==> src/rtl/axis_burst_fifo.sv <==
// AXI-Stream FIFO that releases stored words only in bursts of BURST_LEN, or partial bursts on flush.
// Optional macro TIMEOUT_FLUSH_EN adds an idle timeout that raises an automatic flush.
module axis_burst_fifo #(
   parameter int unsigned DATA_WIDTH = 32,
   parameter int unsigned DEPTH      = 16,
   parameter int unsigned BURST_LEN  = 4,
   parameter int unsigned TIMEOUT    = 64
) (
   input  logic                    clk,
   input  logic                    rst,
   input  logic [DATA_WIDTH-1:0]   s_axis_tdata,
   input  logic                    s_axis_tvalid,
   output logic                    s_axis_tready,
   output logic [DATA_WIDTH-1:0]   m_axis_tdata,
   output logic                    m_axis_tvalid,
   input  logic                    m_axis_tready,
   output logic                    m_axis_tlast,
   input  logic                    flush,
   output logic [$clog2(DEPTH):0]  level,
   output logic                    burst_active
);

   localparam int unsigned AW = $clog2(DEPTH);
   localparam int unsigned CW = AW + 1;

   if (BURST_LEN < 1 || BURST_LEN > DEPTH || DEPTH < 2 || TIMEOUT < 1) begin : g_param_check
      $error("axis_burst_fifo: illegal parameter combination");
   end

   typedef enum logic {IDLE, BURST} state_e;

   state_e                  state_q, state_d;
   logic [DATA_WIDTH-1:0]   mem_q [DEPTH];
   logic [AW:0]             wr_ptr_q, rd_ptr_q;
   logic [CW-1:0]           count_q, count_d;
   logic [CW-1:0]           beats_q, beats_d;
   logic                    flush_pending_q, flush_pending_d;
   logic                    wr_en, rd_en;
   logic                    timeout_hit;

   assign s_axis_tready = (count_q < CW'(DEPTH));
   assign m_axis_tvalid = (state_q == BURST);
   assign m_axis_tlast  = (state_q == BURST) && (beats_q == CW'(1));
   assign m_axis_tdata  = mem_q[rd_ptr_q[AW-1:0]];
   assign level         = count_q;
   assign burst_active  = (state_q == BURST);

   assign wr_en = s_axis_tvalid && s_axis_tready;
   assign rd_en = m_axis_tvalid && m_axis_tready;

   // Occupancy: simultaneous write and read cancel out.
   always_comb begin
      count_d = count_q;
      case ({wr_en, rd_en})
         2'b10:   count_d = count_q + CW'(1);
         2'b01:   count_d = count_q - CW'(1);
         default: count_d = count_q;
      endcase
   end

   // Burst FSM; beats never exceeds count at burst start, so a burst cannot underflow.
   always_comb begin
      state_d         = state_q;
      beats_d         = beats_q;
      flush_pending_d = flush_pending_q;
      case (state_q)
         IDLE: begin
            if (count_q >= CW'(BURST_LEN)) begin
               state_d = BURST;
               beats_d = CW'(BURST_LEN);
            end else if (flush_pending_q && (count_q != '0)) begin
               state_d = BURST;
               beats_d = count_q;
            end
            if (count_q == '0) flush_pending_d = 1'b0;
         end
         BURST: begin
            if (rd_en) begin
               beats_d = beats_q - CW'(1);
               if (beats_q == CW'(1)) state_d = IDLE;
            end
         end
         default: state_d = IDLE;
      endcase
      if (flush || timeout_hit) flush_pending_d = 1'b1;
   end

`ifdef TIMEOUT_FLUSH_EN
   localparam int unsigned TW = $clog2(TIMEOUT + 1);

   logic [TW-1:0] idle_cnt_q, idle_cnt_d;

   // Counts quiet cycles holding a partial burst; clears on any write, empty, or burst start.
   always_comb begin
      idle_cnt_d  = '0;
      timeout_hit = 1'b0;
      if ((state_q == IDLE) && (state_d == IDLE) && !wr_en &&
          (count_q != '0) && (count_q < CW'(BURST_LEN))) begin
         idle_cnt_d  = idle_cnt_q + TW'(1);
         timeout_hit = (idle_cnt_q == TW'(TIMEOUT - 1));
      end
   end

   always_ff @(posedge clk) begin
      if (rst) idle_cnt_q <= '0;
      else     idle_cnt_q <= idle_cnt_d;
   end
`else
   assign timeout_hit = 1'b0;
`endif

   always_ff @(posedge clk) begin
      if (rst) begin
         state_q         <= IDLE;
         wr_ptr_q        <= '0;
         rd_ptr_q        <= '0;
         count_q         <= '0;
         beats_q         <= '0;
         flush_pending_q <= 1'b0;
         for (int unsigned i = 0; i < DEPTH; i++) mem_q[i] <= '0;
      end else begin
         state_q         <= state_d;
         count_q         <= count_d;
         beats_q         <= beats_d;
         flush_pending_q <= flush_pending_d;
         if (wr_en) begin
            mem_q[wr_ptr_q[AW-1:0]] <= s_axis_tdata;
            wr_ptr_q                <= wr_ptr_q + (AW+1)'(1);
         end
         if (rd_en) rd_ptr_q <= rd_ptr_q + (AW+1)'(1);
      end
   end

endmodule

==> config.mk <==
export PLATFORM = sky130hd
export DESIGN_NAME = axis_burst_fifo
export DESIGN_NICKNAME = d
export VERILOG_FILES = /design/src/rtl/axis_burst_fifo.sv
export SDC_FILE = /design/constraint.sdc
export NUM_CORES = 1
export LEC_CHECK = 0
export ABC_AREA = 1
export BUFFER_PORTS_ARGS = -buffer_cell sky130_fd_sc_hd__clkbuf_2
export CAP_MARGIN = 40
export CELL_PAD_IN_SITES_DETAIL_PLACEMENT = 1
export CELL_PAD_IN_SITES_GLOBAL_PLACEMENT = 2
export CORE_MARGIN = 5
export CORE_UTILIZATION = 40
export DETAILED_ROUTE_END_ITERATION = 6
export GPL_ROUTABILITY_DRIVEN = 0
export GPL_TIMING_DRIVEN = 0
export PLACE_DENSITY_LB_ADDON = 0.12
export SLEW_MARGIN = 20
export SYNTH_ARGS = -nofsm -noshare
export SYNTH_HDL_FRONTEND = slang
export SYNTH_SLANG_ARGS = --single-unit
==> constraint.sdc <==
create_clock -name clk -period 5.7 [get_ports clk]
set_clock_uncertainty 0.15 [all_clocks]
set_input_delay 1.14 -clock clk [delete_from_list [all_inputs] [get_ports clk]]
set_output_delay 1.14 -clock clk [all_outputs]
set_load 0.1 [all_outputs]
==> out/metrics.json, run 1 <==
{
  "hold_violations": {"value": 0},
  "post_cts_resize_count": {"value": 0},
  "post-route-period-util": {"value": 89.1, "unit": "%"},
  "reg2reg_slack": {"value": 2500, "unit": "ps"},
  "antenna_found_initial": {"value": 3},
  "route.vias.total": {"value": 18900},
  "final_number_of_max_transition_violations": {"value": 0},
  "clock_sinks": {"value": 536},
  "grt_pass1_wl": {"value": 131000, "unit": "µm"},
  "placed_cells": {"value": 3193},
  "ff_to_ff_path_depth": {"value": 6},
  "detail_route.first_pass.iterations": {"value": 5},
  "detailed_place.area": {"value": 0.0256, "unit": "mm²"},
  "yosys.area_share.adder": {"value": 0.527, "unit": "%"},
  "synth_sequential_area_ratio": {"value": 66.8, "unit": "%"},
  "drt-wirelength-per-cell": {"value": 28.2, "unit": "µm"},
  "hpwl": {"value": 66100, "unit": "µm"},
  "core-area": {"value": 0.0589, "unit": "mm²"},
  "finalWorstPathRequiredPeriod": {"value": 5080, "unit": "ps"},
  "yosys_warn_count": {"value": 0},
  "grt_overflow": {"value": 0},
  "yosys.area_share.xor_xnor": {"value": 0.148, "unit": "%"},
  "worst_ir_drop_vdd": {"value": 371, "unit": "µV"},
  "postRouteAntennaNets": {"value": 0},
  "met2_wirelength": {"value": 44100, "unit": "µm"},
  "hold_path_class": {"value": "reg -> reg"},
  "routed_wl": {"value": 93100, "unit": "µm"},
  "worst-endpoint-arrival": {"value": 3790, "unit": "ps"},
  "drt_drc_violations_left": {"value": 0},
  "outcome": {"value": "completed"},
  "grt.total_usage": {"value": 28.5, "unit": "%"},
  "post_synth_instance_area": {"value": 0.0237, "unit": "mm²"},
  "whs": {"value": 347, "unit": "ps"},
  "worst_ep_required_time": {"value": 4410, "unit": "ps"},
  "tightestPinTransition": {"value": 895, "unit": "ps"},
  "areaGrowthSynthToFinish": {"value": 15.4, "unit": "%"},
  "leakage": {"value": 10.5, "unit": "nW"},
  "most_common_cell_after_layout_fill_and_taps_aside": {"value": "sky130_fd_sc_hd__nor2_1"},
  "drt_iter0_markers": {"value": 1958},
  "place_ws": {"value": 1240, "unit": "ps"},
  "detail_route.vias_per_cell": {"value": 5.73},
  "synth_mux_area_share": {"value": 0, "unit": "%"},
  "grt_max_degree": {"value": 26},
  "clock_insertion_delay_worst_skew": {"value": 630, "unit": "ps"},
  "max_cap_violations": {"value": 0},
  "cts-root-to-sink-buffers": {"value": 3},
  "highest_metal_layer_with_signal_wires": {"value": "met5"},
  "combinational_family_with_the_most_area_after_synthesis": {"value": "simple AND/OR/NAND/NOR gates"},
  "start_util": {"value": 40.3, "unit": "%"},
  "routedLengthMet1": {"value": 37900, "unit": "µm"},
  "cts_inserted_buffers": {"value": 59},
  "timing.hold.worst.start": {"value": "flush_pending_q$_SDFFE_PP0P_"},
  "end_kind": {"value": "output port"},
  "post_layout_nonfiller_instances": {"value": 3303},
  "fin_ws": {"value": 622, "unit": "ps"},
  "most-common-layout-cells": {"value": "sky130_fd_sc_hd__nor2_1 (913), sky130_fd_sc_hd__edfxtp_1 (512), sky130_fd_sc_hd__o21ai_0 (269), sky130_fd_sc_hd__clkbuf_1 (146), sky130_fd_sc_hd__o211ai_1 (128)"},
  "number_of_i_o_pins": {"value": 78},
  "power-per-cell-area": {"value": 412, "unit": "mW/mm²"},
  "worst-setup-path-type": {"value": "reg -> out"},
  "cp_max_fo": {"value": 10},
  "clk_transition_reported_paths": {"value": 60, "unit": "ps"},
  "ctsHoldBuffers": {"value": 0},
  "total_power": {"value": 11.3, "unit": "mW"},
  "die-area": {"value": 0.0643, "unit": "mm²"},
  "drive_gt1_share": {"value": 9.92, "unit": "%"},
  "core.rowCount": {"value": 89},
  "synthesis.instances": {"value": 2320},
  "synth_simple_gate_area_share": {"value": 17.5, "unit": "%"},
  "timing.rr.end": {"value": "mem_q[0][5]$_SDFFCE_PN0P_"},
  "synth.avg_cell_area": {"value": 10.2, "unit": "µm²"},
  "fillerInstances": {"value": 6473},
  "synth.ff_latch_count": {"value": 536},
  "cts.htree.levels": {"value": 2},
  "dr_wl_met3": {"value": 6560, "unit": "µm"},
  "die_h": {"value": 254, "unit": "µm"},
  "post-cts-setup-buffers": {"value": 0},
  "design_area": {"value": 0.0274, "unit": "mm²"},
  "worst_r2r_startpoint": {"value": "wr_ptr_q[0]$_SDFFE_PP0P_"},
  "die_width": {"value": 254, "unit": "µm"},
  "max_freq": {"value": 197, "unit": "MHz"},
  "post_synth_num_cell_types": {"value": 30},
  "setup_violations": {"value": 0},
  "grt_pass1_vias": {"value": 19000},
  "relSlewSlack": {"value": 40.3, "unit": "%"},
  "setup.worst_path.end": {"value": "m_axis_tdata[0]"},
  "totalNegativeSetupSlack": {"value": 0, "unit": "ps"},
  "timing.critical_path.from_type": {"value": "flip-flop"},
  "syn_nets": {"value": 2367},
  "final_core_util": {"value": 46.5, "unit": "%"},
  "finish.net_count": {"value": 2535},
  "synth_compound_gate_area_share": {"value": 10.6, "unit": "%"},
  "tritoncts": {"value": "built"},
  "port-buffer-count": {"value": 77},
  "cts_root_buf": {"value": "sky130_fd_sc_hd__clkbuf_16"},
  "rsz0062_at_grt": {"value": "no"}
}
## state kept, by name, indices dropped and copies added, names as in the netlist, named ones only
signal           flops
beats_q              5
burst_active         1
flush_pending_q      1
level                5
mem_q              512
rd_ptr_q             4
wr_ptr_q             4
## layout make-up
class / instances / area (µm²) / area share, %
Timing Repair Buffer: 107 / 901 / 3.29
Buffer: 190 / 808 / 2.95
Sequential cell: 536 / 15900 / 57.9
Tap cell: 773 / 967 / 3.53
Inverter: 68 / 255 / 0.932
Antenna cell: 1 / 2.50 / 0.00914
Clock inverter: 20 / 109 / 0.398
Clock buffer: 82 / 1630 / 5.94
Multi-Input combinational cell: 1526 / 6860 / 25.1
## cell usage after synthesis, drive strengths merged
master,instances,area [µm²]
a211oi,1,7.51
a21oi,16,80.1
a31oi,1,6.26
and2,1,6.26
and3,1,6.26
buf,62,327
clkbuf,128,480
clkinv,3,11.3
dfxtp,24,480
edfxtp,512,15400
ha,10,125
inv,65,244
nand2,93,357
nand3,61,305
nor2,916,3460
nor3,3,15.0
nor4,1,6.26
o211ai,128,961
o21ai,288,1440
o22ai,2,12.5
xnor2,1,8.76
xor2,3,26.3
## power breakdown
part	internal, mW	switching [mW]	leakage (nW)	total (mW)
Clock	2.01	1.60	0.845	3.60
Combinational	0.604	2.45	4.12	3.06
Sequential	4.53	0.0940	5.49	4.62
## routing by layer
layer  vias up  GRT usage (%)
li1       8278              -
met1      9737           37.4
met2       713           47.0
met3       188           5.07
met4         2           11.9
met5         -              0
## worst min path at each step
stage,to,slack [ps],cells past startpoint
after floorplan,flush_pending_q$_SDFFE_PP0P_,300,2
after global placement,flush_pending_q$_SDFFE_PP0P_,320,2
after detailed placement,flush_pending_q$_SDFFE_PP0P_,340,2
after CTS,flush_pending_q$_SDFFE_PP0P_,350,2
after global routing,flush_pending_q$_SDFFE_PP0P_,380,2
final,flush_pending_q$_SDFFE_PP0P_,350,2
## critical path: stages, from the launching register on
cell and delay, ps:
sky130_fd_sc_hd__dfxtp_1 600, sky130_fd_sc_hd__buf_2 430, sky130_fd_sc_hd__clkbuf_1 670, sky130_fd_sc_hd__o21ai_0 220, sky130_fd_sc_hd__o211ai_1 380, sky130_fd_sc_hd__nand3_1 130, sky130_fd_sc_hd__nand2_1 210, sky130_fd_sc_hd__clkbuf_2 500
## cells by family after synthesis
logic type,count (synthesis)
AO/OA/AOI/OAI,436
AND/OR/NAND/NOR,1076
buffers and inverters,258
XOR/XNOR,4
flip-flops,536
adder cells (fa/ha/maj),10
No activity file was read; power rests on OpenSTA's default activity.
==> run 2: changes to the inputs <==
- BUFFER_PORTS_ARGS: -buffer_cell sky130_fd_sc_hd__clkbuf_2 -> default
- DONT_BUFFER_PORTS: default -> 1
==> out/metrics.json, run 2 (synthesized netlist as in run 1, its figures left out) <==
{
  "most_common_cell_after_layout_fill_and_taps_aside": {"value": "sky130_fd_sc_hd__nor2_1"},
  "worst-setup-path-type": {"value": "reg -> out"},
  "clock_insertion_delay_worst_skew": {"value": 630, "unit": "ps"},
  "drt-wirelength-per-cell": {"value": 28.4, "unit": "µm"},
  "routed_wl": {"value": 92800, "unit": "µm"},
  "relSlewSlack": {"value": 37.5, "unit": "%"},
  "clk_transition_reported_paths": {"value": 60, "unit": "ps"},
  "power-per-cell-area": {"value": 425, "unit": "mW/mm²"},
  "worst-endpoint-arrival": {"value": 3560, "unit": "ps"},
  "post_cts_resize_count": {"value": 0},
  "final_number_of_max_transition_violations": {"value": 0},
  "die-area": {"value": 0.0643, "unit": "mm²"},
  "drive_gt1_share": {"value": 8.81, "unit": "%"},
  "total_power": {"value": 11.9, "unit": "mW"},
  "antenna_found_initial": {"value": 2},
  "cp_max_fo": {"value": 10},
  "detail_route.first_pass.iterations": {"value": 6},
  "postRouteAntennaNets": {"value": 0},
  "max_freq": {"value": 206, "unit": "MHz"},
  "tightestPinTransition": {"value": 938, "unit": "ps"},
  "drt_drc_violations_left": {"value": 0},
  "rsz0062_at_grt": {"value": "no"},
  "tritoncts": {"value": "built"},
  "clock_sinks": {"value": 536},
  "finish.net_count": {"value": 2495},
  "drt_iter0_markers": {"value": 1794},
  "core-area": {"value": 0.0589, "unit": "mm²"},
  "n_antenna_cell": {"value": 0},
  "die_width": {"value": 254, "unit": "µm"},
  "leakage": {"value": 10.6, "unit": "nW"},
  "start_util": {"value": 40.3, "unit": "%"},
  "hold_path_class": {"value": "reg -> reg"},
  "placed_cells": {"value": 3154},
  "cts-root-to-sink-buffers": {"value": 3},
  "number_of_i_o_pins": {"value": 78},
  "die_h": {"value": 254, "unit": "µm"},
  "grt_pass1_wl": {"value": 133000, "unit": "µm"},
  "cts.htree.levels": {"value": 2},
  "multi_input_comb_area": {"value": 0.00687, "unit": "mm²"},
  "ctsHoldBuffers": {"value": 0},
  "most-common-layout-cells": {"value": "sky130_fd_sc_hd__nor2_1 (913), sky130_fd_sc_hd__edfxtp_1 (512), sky130_fd_sc_hd__o21ai_0 (269), sky130_fd_sc_hd__clkbuf_1 (147), sky130_fd_sc_hd__o211ai_1 (128)"},
  "cts_root_buf": {"value": "sky130_fd_sc_hd__clkbuf_16"},
  "timing.critical_path.from_type": {"value": "flip-flop"},
  "hpwl": {"value": 66000, "unit": "µm"},
  "core.rowCount": {"value": 89},
  "max_cap_violations": {"value": 0},
  "post-cts-setup-buffers": {"value": 0},
  "worst_ir_drop_vdd": {"value": 445, "unit": "µV"},
  "grt_max_degree": {"value": 26},
  "cts_inserted_buffers": {"value": 59},
  "hold_violations": {"value": 0},
  "post_layout_nonfiller_instances": {"value": 3270},
  "flip_flop_count_of_the_largest_register_all_copies_and_words_added": {"value": 512},
  "fillerInstances": {"value": 6455},
  "setup_violations": {"value": 0},
  "grt_overflow": {"value": 0},
  "seqCellArea": {"value": 0.0159, "unit": "mm²"},
  "worst_ep_required_time": {"value": 4410, "unit": "ps"},
  "post-route-period-util": {"value": 85.0, "unit": "%"},
  "register_with_the_highest_flop_count": {"value": "mem_q"},
  "grt_pass1_vias": {"value": 18900},
  "finalWorstPathRequiredPeriod": {"value": 4850, "unit": "ps"},
  "port-buffer-count": {"value": 0},
  "grt.total_usage": {"value": 28.6, "unit": "%"},
  "areaGrowthSynthToFinish": {"value": 18.1, "unit": "%"},
  "outcome": {"value": "completed"},
  "route.vias.total": {"value": 18700},
  "end_kind": {"value": "output port"},
  "detail_route.vias_per_cell": {"value": 5.71}
}
==> run 2: cell types whose count changed in the layout (fill, tap and decap cells not counted), moves of 2 or more <==
cell	delta
sky130_fd_sc_hd__clkbuf_2	-77
sky130_fd_sc_hd__buf_8	+13
sky130_fd_sc_hd__buf_6	-2
sky130_fd_sc_hd__clkinv_2	+3
sky130_fd_sc_hd__bufinv_16	+3
sky130_fd_sc_hd__buf_12	-2
sky130_fd_sc_hd__buf_16	+28
==> run 2: critical path, cell delays in order (launching register included) <==
cell and delay, ps:
sky130_fd_sc_hd__dfxtp_1 570, sky130_fd_sc_hd__buf_2 420, sky130_fd_sc_hd__clkbuf_1 540, sky130_fd_sc_hd__o21ai_0 210, sky130_fd_sc_hd__o211ai_1 640, sky130_fd_sc_hd__nand3_1 140, sky130_fd_sc_hd__nand2_1 200, sky130_fd_sc_hd__buf_16 190
==> run 2: power breakdown <==
group / total [mW] / internal [mW] / switching, mW
logic: 3.50 / 0.985 / 2.52
registers: 4.63 / 4.53 / 0.0998
clock network: 3.79 / 2.17 / 1.62
==> run 2: layout make-up <==
type	count	share of cell area [%]
clock inverters	26	0.786
clock buffers	84	5.86
well taps	773	3.45
plain buffers	190	2.88
inverters	68	0.910
multi-input cells	1526	24.5
repair buffers	67	5.06
flip-flops and latches	536	56.6
==> run 2: stage by stage <==
step | cell area [µm²] | hold slack [ps] | util, % | setup TNS [ps] | worst slack (ps)
5_1_grt | 28000 | 365 | 47.6 | 0 | 703
4_1_cts | 28000 | 352 | 47.5 | 0 | 794
6_report | 28000 | 344 | 47.6 | 0 | 854
3_3_place_gp | 24700 | 315 | 41.9 | -61.8 | -61.8
2_1_floorplan | 23700 | 300 | - | 0 | 198
3_5_place_dp | 26100 | 340 | 44.3 | 0 | 1480
==> run 2: worst paths after layout <==
| kind | start | to | slack, ps | cells past startpoint |
|---|---|---|---|---|
| max | flip-flop | m_axis_tdata[16] | 850 | 7 |
| min | flush_pending_q$_SDFFE_PP0P_ | flush_pending_q$_SDFFE_PP0P_ | 340 | 2 |
| min reg2reg | flush_pending_q$_SDFFE_PP0P_ | flush_pending_q$_SDFFE_PP0P_ | 340 | 2 |
| max reg2reg | level[4]$_SDFFE_PP0P_ | mem_q[2][5]$_SDFFCE_PN0P_ | 2130 | 9 |
==> run 2: per-layer routing <==
| metal | up-vias | part of all wire [%] | GRT usage [%] | routed length (µm) |
|---|---|---|---|---|
| li1 | 8208 | - | - | - |
| met1 | 9618 | 42 | 38.4 | 38700 |
| met2 | 693 | 48 | 48.0 | 44500 |
| met3 | 142 | 6.4 | 3.94 | 5980 |
| met4 | 0 | 3.9 | 10.0 | 3660 |
| met5 | - | 0 | 0 | 0 |
==> run 3: changes to the inputs <==
- CORE_UTILIZATION: 40 -> 35
==> out/metrics.json, run 3 (synthesized netlist as in run 1, its figures left out) <==
{
  "grt_overflow": {"value": 0},
  "antenna_found_initial": {"value": 0},
  "grt.total_usage": {"value": 25.5, "unit": "%"},
  "post-cts-setup-buffers": {"value": 0},
  "crit_cells": {"value": 7},
  "n_antenna_cell": {"value": 0},
  "detail_route.first_pass.iterations": {"value": 7},
  "flip_flop_count_of_the_largest_register_all_copies_and_words_added": {"value": 512},
  "rsz0062_at_grt": {"value": "no"},
  "cp_max_fo": {"value": 10},
  "die_width": {"value": 270, "unit": "µm"},
  "worst_ep_required_time": {"value": 4410, "unit": "ps"},
  "register_with_the_highest_flop_count": {"value": "mem_q"},
  "worst-setup-path-type": {"value": "reg -> out"},
  "outcome": {"value": "completed"},
  "port-buffer-count": {"value": 0},
  "die_h": {"value": 270, "unit": "µm"},
  "tritoncts": {"value": "built"},
  "grt_pass1_vias": {"value": 19000},
  "max_cap_violations": {"value": 0},
  "clock_insertion_delay_worst_skew": {"value": 620, "unit": "ps"},
  "critical_path.top_delay_family": {"value": "buffers and inverters"},
  "end_kind": {"value": "output port"},
  "core-area": {"value": 0.0673, "unit": "mm²"},
  "cpPeakStageDelay": {"value": 710, "unit": "ps"},
  "most_common_cell_after_layout_fill_and_taps_aside": {"value": "sky130_fd_sc_hd__nor2_1"},
  "whs": {"value": 357, "unit": "ps"},
  "route.vias.total": {"value": 18500},
  "max_freq": {"value": 205, "unit": "MHz"},
  "reg2reg_slack": {"value": 2180, "unit": "ps"},
  "grt_pass1_wl": {"value": 135000, "unit": "µm"},
  "relSlewSlack": {"value": 37.1, "unit": "%"},
  "routed_wl": {"value": 96100, "unit": "µm"},
  "final_number_of_max_transition_violations": {"value": 0},
  "ctsHoldBuffers": {"value": 0},
  "finalWorstPathRequiredPeriod": {"value": 4880, "unit": "ps"},
  "cts_inserted_buffers": {"value": 61},
  "power-per-cell-area": {"value": 425, "unit": "mW/mm²"},
  "cp_cell_sequence": {"value": "buf_2 > clkbuf_1 > o21ai_0 > o211ai_1 > nand3_1 > nand2_1 > buf_16"},
  "hpwl": {"value": 69100, "unit": "µm"},
  "worst-endpoint-arrival": {"value": 3590, "unit": "ps"},
  "cts-root-to-sink-buffers": {"value": 3},
  "critical_path.slowest_cell": {"value": "sky130_fd_sc_hd__clkbuf_1"},
  "drt_iter0_markers": {"value": 1616},
  "postRouteAntennaNets": {"value": 0},
  "grt_max_degree": {"value": 26},
  "areaGrowthSynthToFinish": {"value": 19.3, "unit": "%"},
  "leakage": {"value": 10.7, "unit": "nW"},
  "tightestPinTransition": {"value": 943, "unit": "ps"},
  "timing.critical_path.from_type": {"value": "flip-flop"},
  "post-route-period-util": {"value": 85.6, "unit": "%"},
  "hold_violations": {"value": 0},
  "ff_to_ff_path_depth": {"value": 9},
  "drt_drc_violations_left": {"value": 0},
  "post_cts_resize_count": {"value": 0},
  "number_of_i_o_pins": {"value": 78},
  "holdPathStages": {"value": 2},
  "hold_path_class": {"value": "reg -> reg"},
  "finish.net_count": {"value": 2503},
  "detailed_place.area": {"value": 0.0263, "unit": "mm²"},
  "drive_gt1_share": {"value": 9.30, "unit": "%"},
  "start_util": {"value": 35.3, "unit": "%"},
  "core.rowCount": {"value": 95},
  "drt-wirelength-per-cell": {"value": 28.4, "unit": "µm"},
  "setup_violations": {"value": 0},
  "cts_root_buf": {"value": "sky130_fd_sc_hd__clkbuf_16"},
  "die-area": {"value": 0.0731, "unit": "mm²"},
  "design_area": {"value": 0.0283, "unit": "mm²"},
  "worstPathBufferInverterCount": {"value": 3},
  "worst_ir_drop_vdd": {"value": 448, "unit": "µV"},
  "clock_sinks": {"value": 536},
  "clk_transition_reported_paths": {"value": 60, "unit": "ps"},
  "cts.htree.levels": {"value": 2},
  "most-common-layout-cells": {"value": "sky130_fd_sc_hd__nor2_1 (913), sky130_fd_sc_hd__edfxtp_1 (512), sky130_fd_sc_hd__o21ai_0 (269), sky130_fd_sc_hd__clkbuf_1 (144), sky130_fd_sc_hd__o211ai_1 (128)"},
  "detail_route.vias_per_cell": {"value": 5.49}
}
[run 3: changes by cell type in the layout (fill, tap and decap cells not counted), moves of 2 or more]
| cell | before | now |
|---|---|---|
| sky130_fd_sc_hd__buf_6 | 12 | 18 |
| sky130_fd_sc_hd__clkinv_2 | 7 | 13 |
| sky130_fd_sc_hd__buf_16 | 32 | 36 |
| sky130_fd_sc_hd__buf_8 | 15 | 11 |
| sky130_fd_sc_hd__clkbuf_1 | 147 | 144 |
| sky130_fd_sc_hd__clkbuf_8 | 3 | 5 |
[run 3: worst paths after layout]
| path | from | endpoint |
|---|---|---|
| max reg2reg | level[4]$_SDFFE_PP0P_ | mem_q[2][10]$_SDFFCE_PN0P_ |
| min reg2reg | flush_pending_q$_SDFFE_PP0P_ | flush_pending_q$_SDFFE_PP0P_ |
| min | flush_pending_q$_SDFFE_PP0P_ | flush_pending_q$_SDFFE_PP0P_ |
| max | flip-flop | m_axis_tdata[24] |
[run 3: area by class of cell]
cell class | count | area (µm²)
sequential | 536 | 15900
timing repair buffer | 73 | 1540
tap | 873 | 1090
clock inverter | 30 | 238
clock buffer | 83 | 1660
inverter | 68 | 255
buffer | 190 | 808
multi-input combinational | 1526 | 6870
fill | 7382 | 39000
[run 3: metrics by stage]
| stage | std cells | utilization [%] | worst slack (ps) | power, mW | setup TNS [ps] |
|---|---|---|---|---|---|
| floorplan | 2320 | - | 198 | 6.65 | 0 |
| global placement | 3193 | 36.9 | -120 | 7.56 | -120 |
| detailed placement | 3258 | 39.1 | 1420 | 8.26 | 0 |
| CTS | 3371 | 41.9 | 749 | 12.1 | 0 |
| global route | 3379 | 42.1 | 750 | 12.5 | 0 |
| finish | 3379 | 42.1 | 819 | 12.0 | 0 |
[run 3: report_power, final]
part,switching [mW],leakage [nW],internal [mW]
Clock,1.65,0.934,2.20
Sequential,0.105,5.49,4.53
Combinational,2.53,4.26,1.03
[run 3: per-layer routing]
| metal | vias to the layer above | GRT usage, % | part of all wire (%) |
|---|---|---|---|
| met3 | 143 | 3.22 | 5.2 |
| li1 | 8231 | - | - |
| met4 | 0 | 8.82 | 3.7 |
| met5 | - | 0 | 0 |
| met1 | 9579 | 33.9 | 43 |
| met2 | 594 | 43.5 | 48 |
[run 3: worst reg2reg max path, delay by kind of cell, from the launching register on]
family | cells | cell delay, ps
simple gates | 5 | 1490
buf+inv | 4 | 1200
flops | 1 | 350
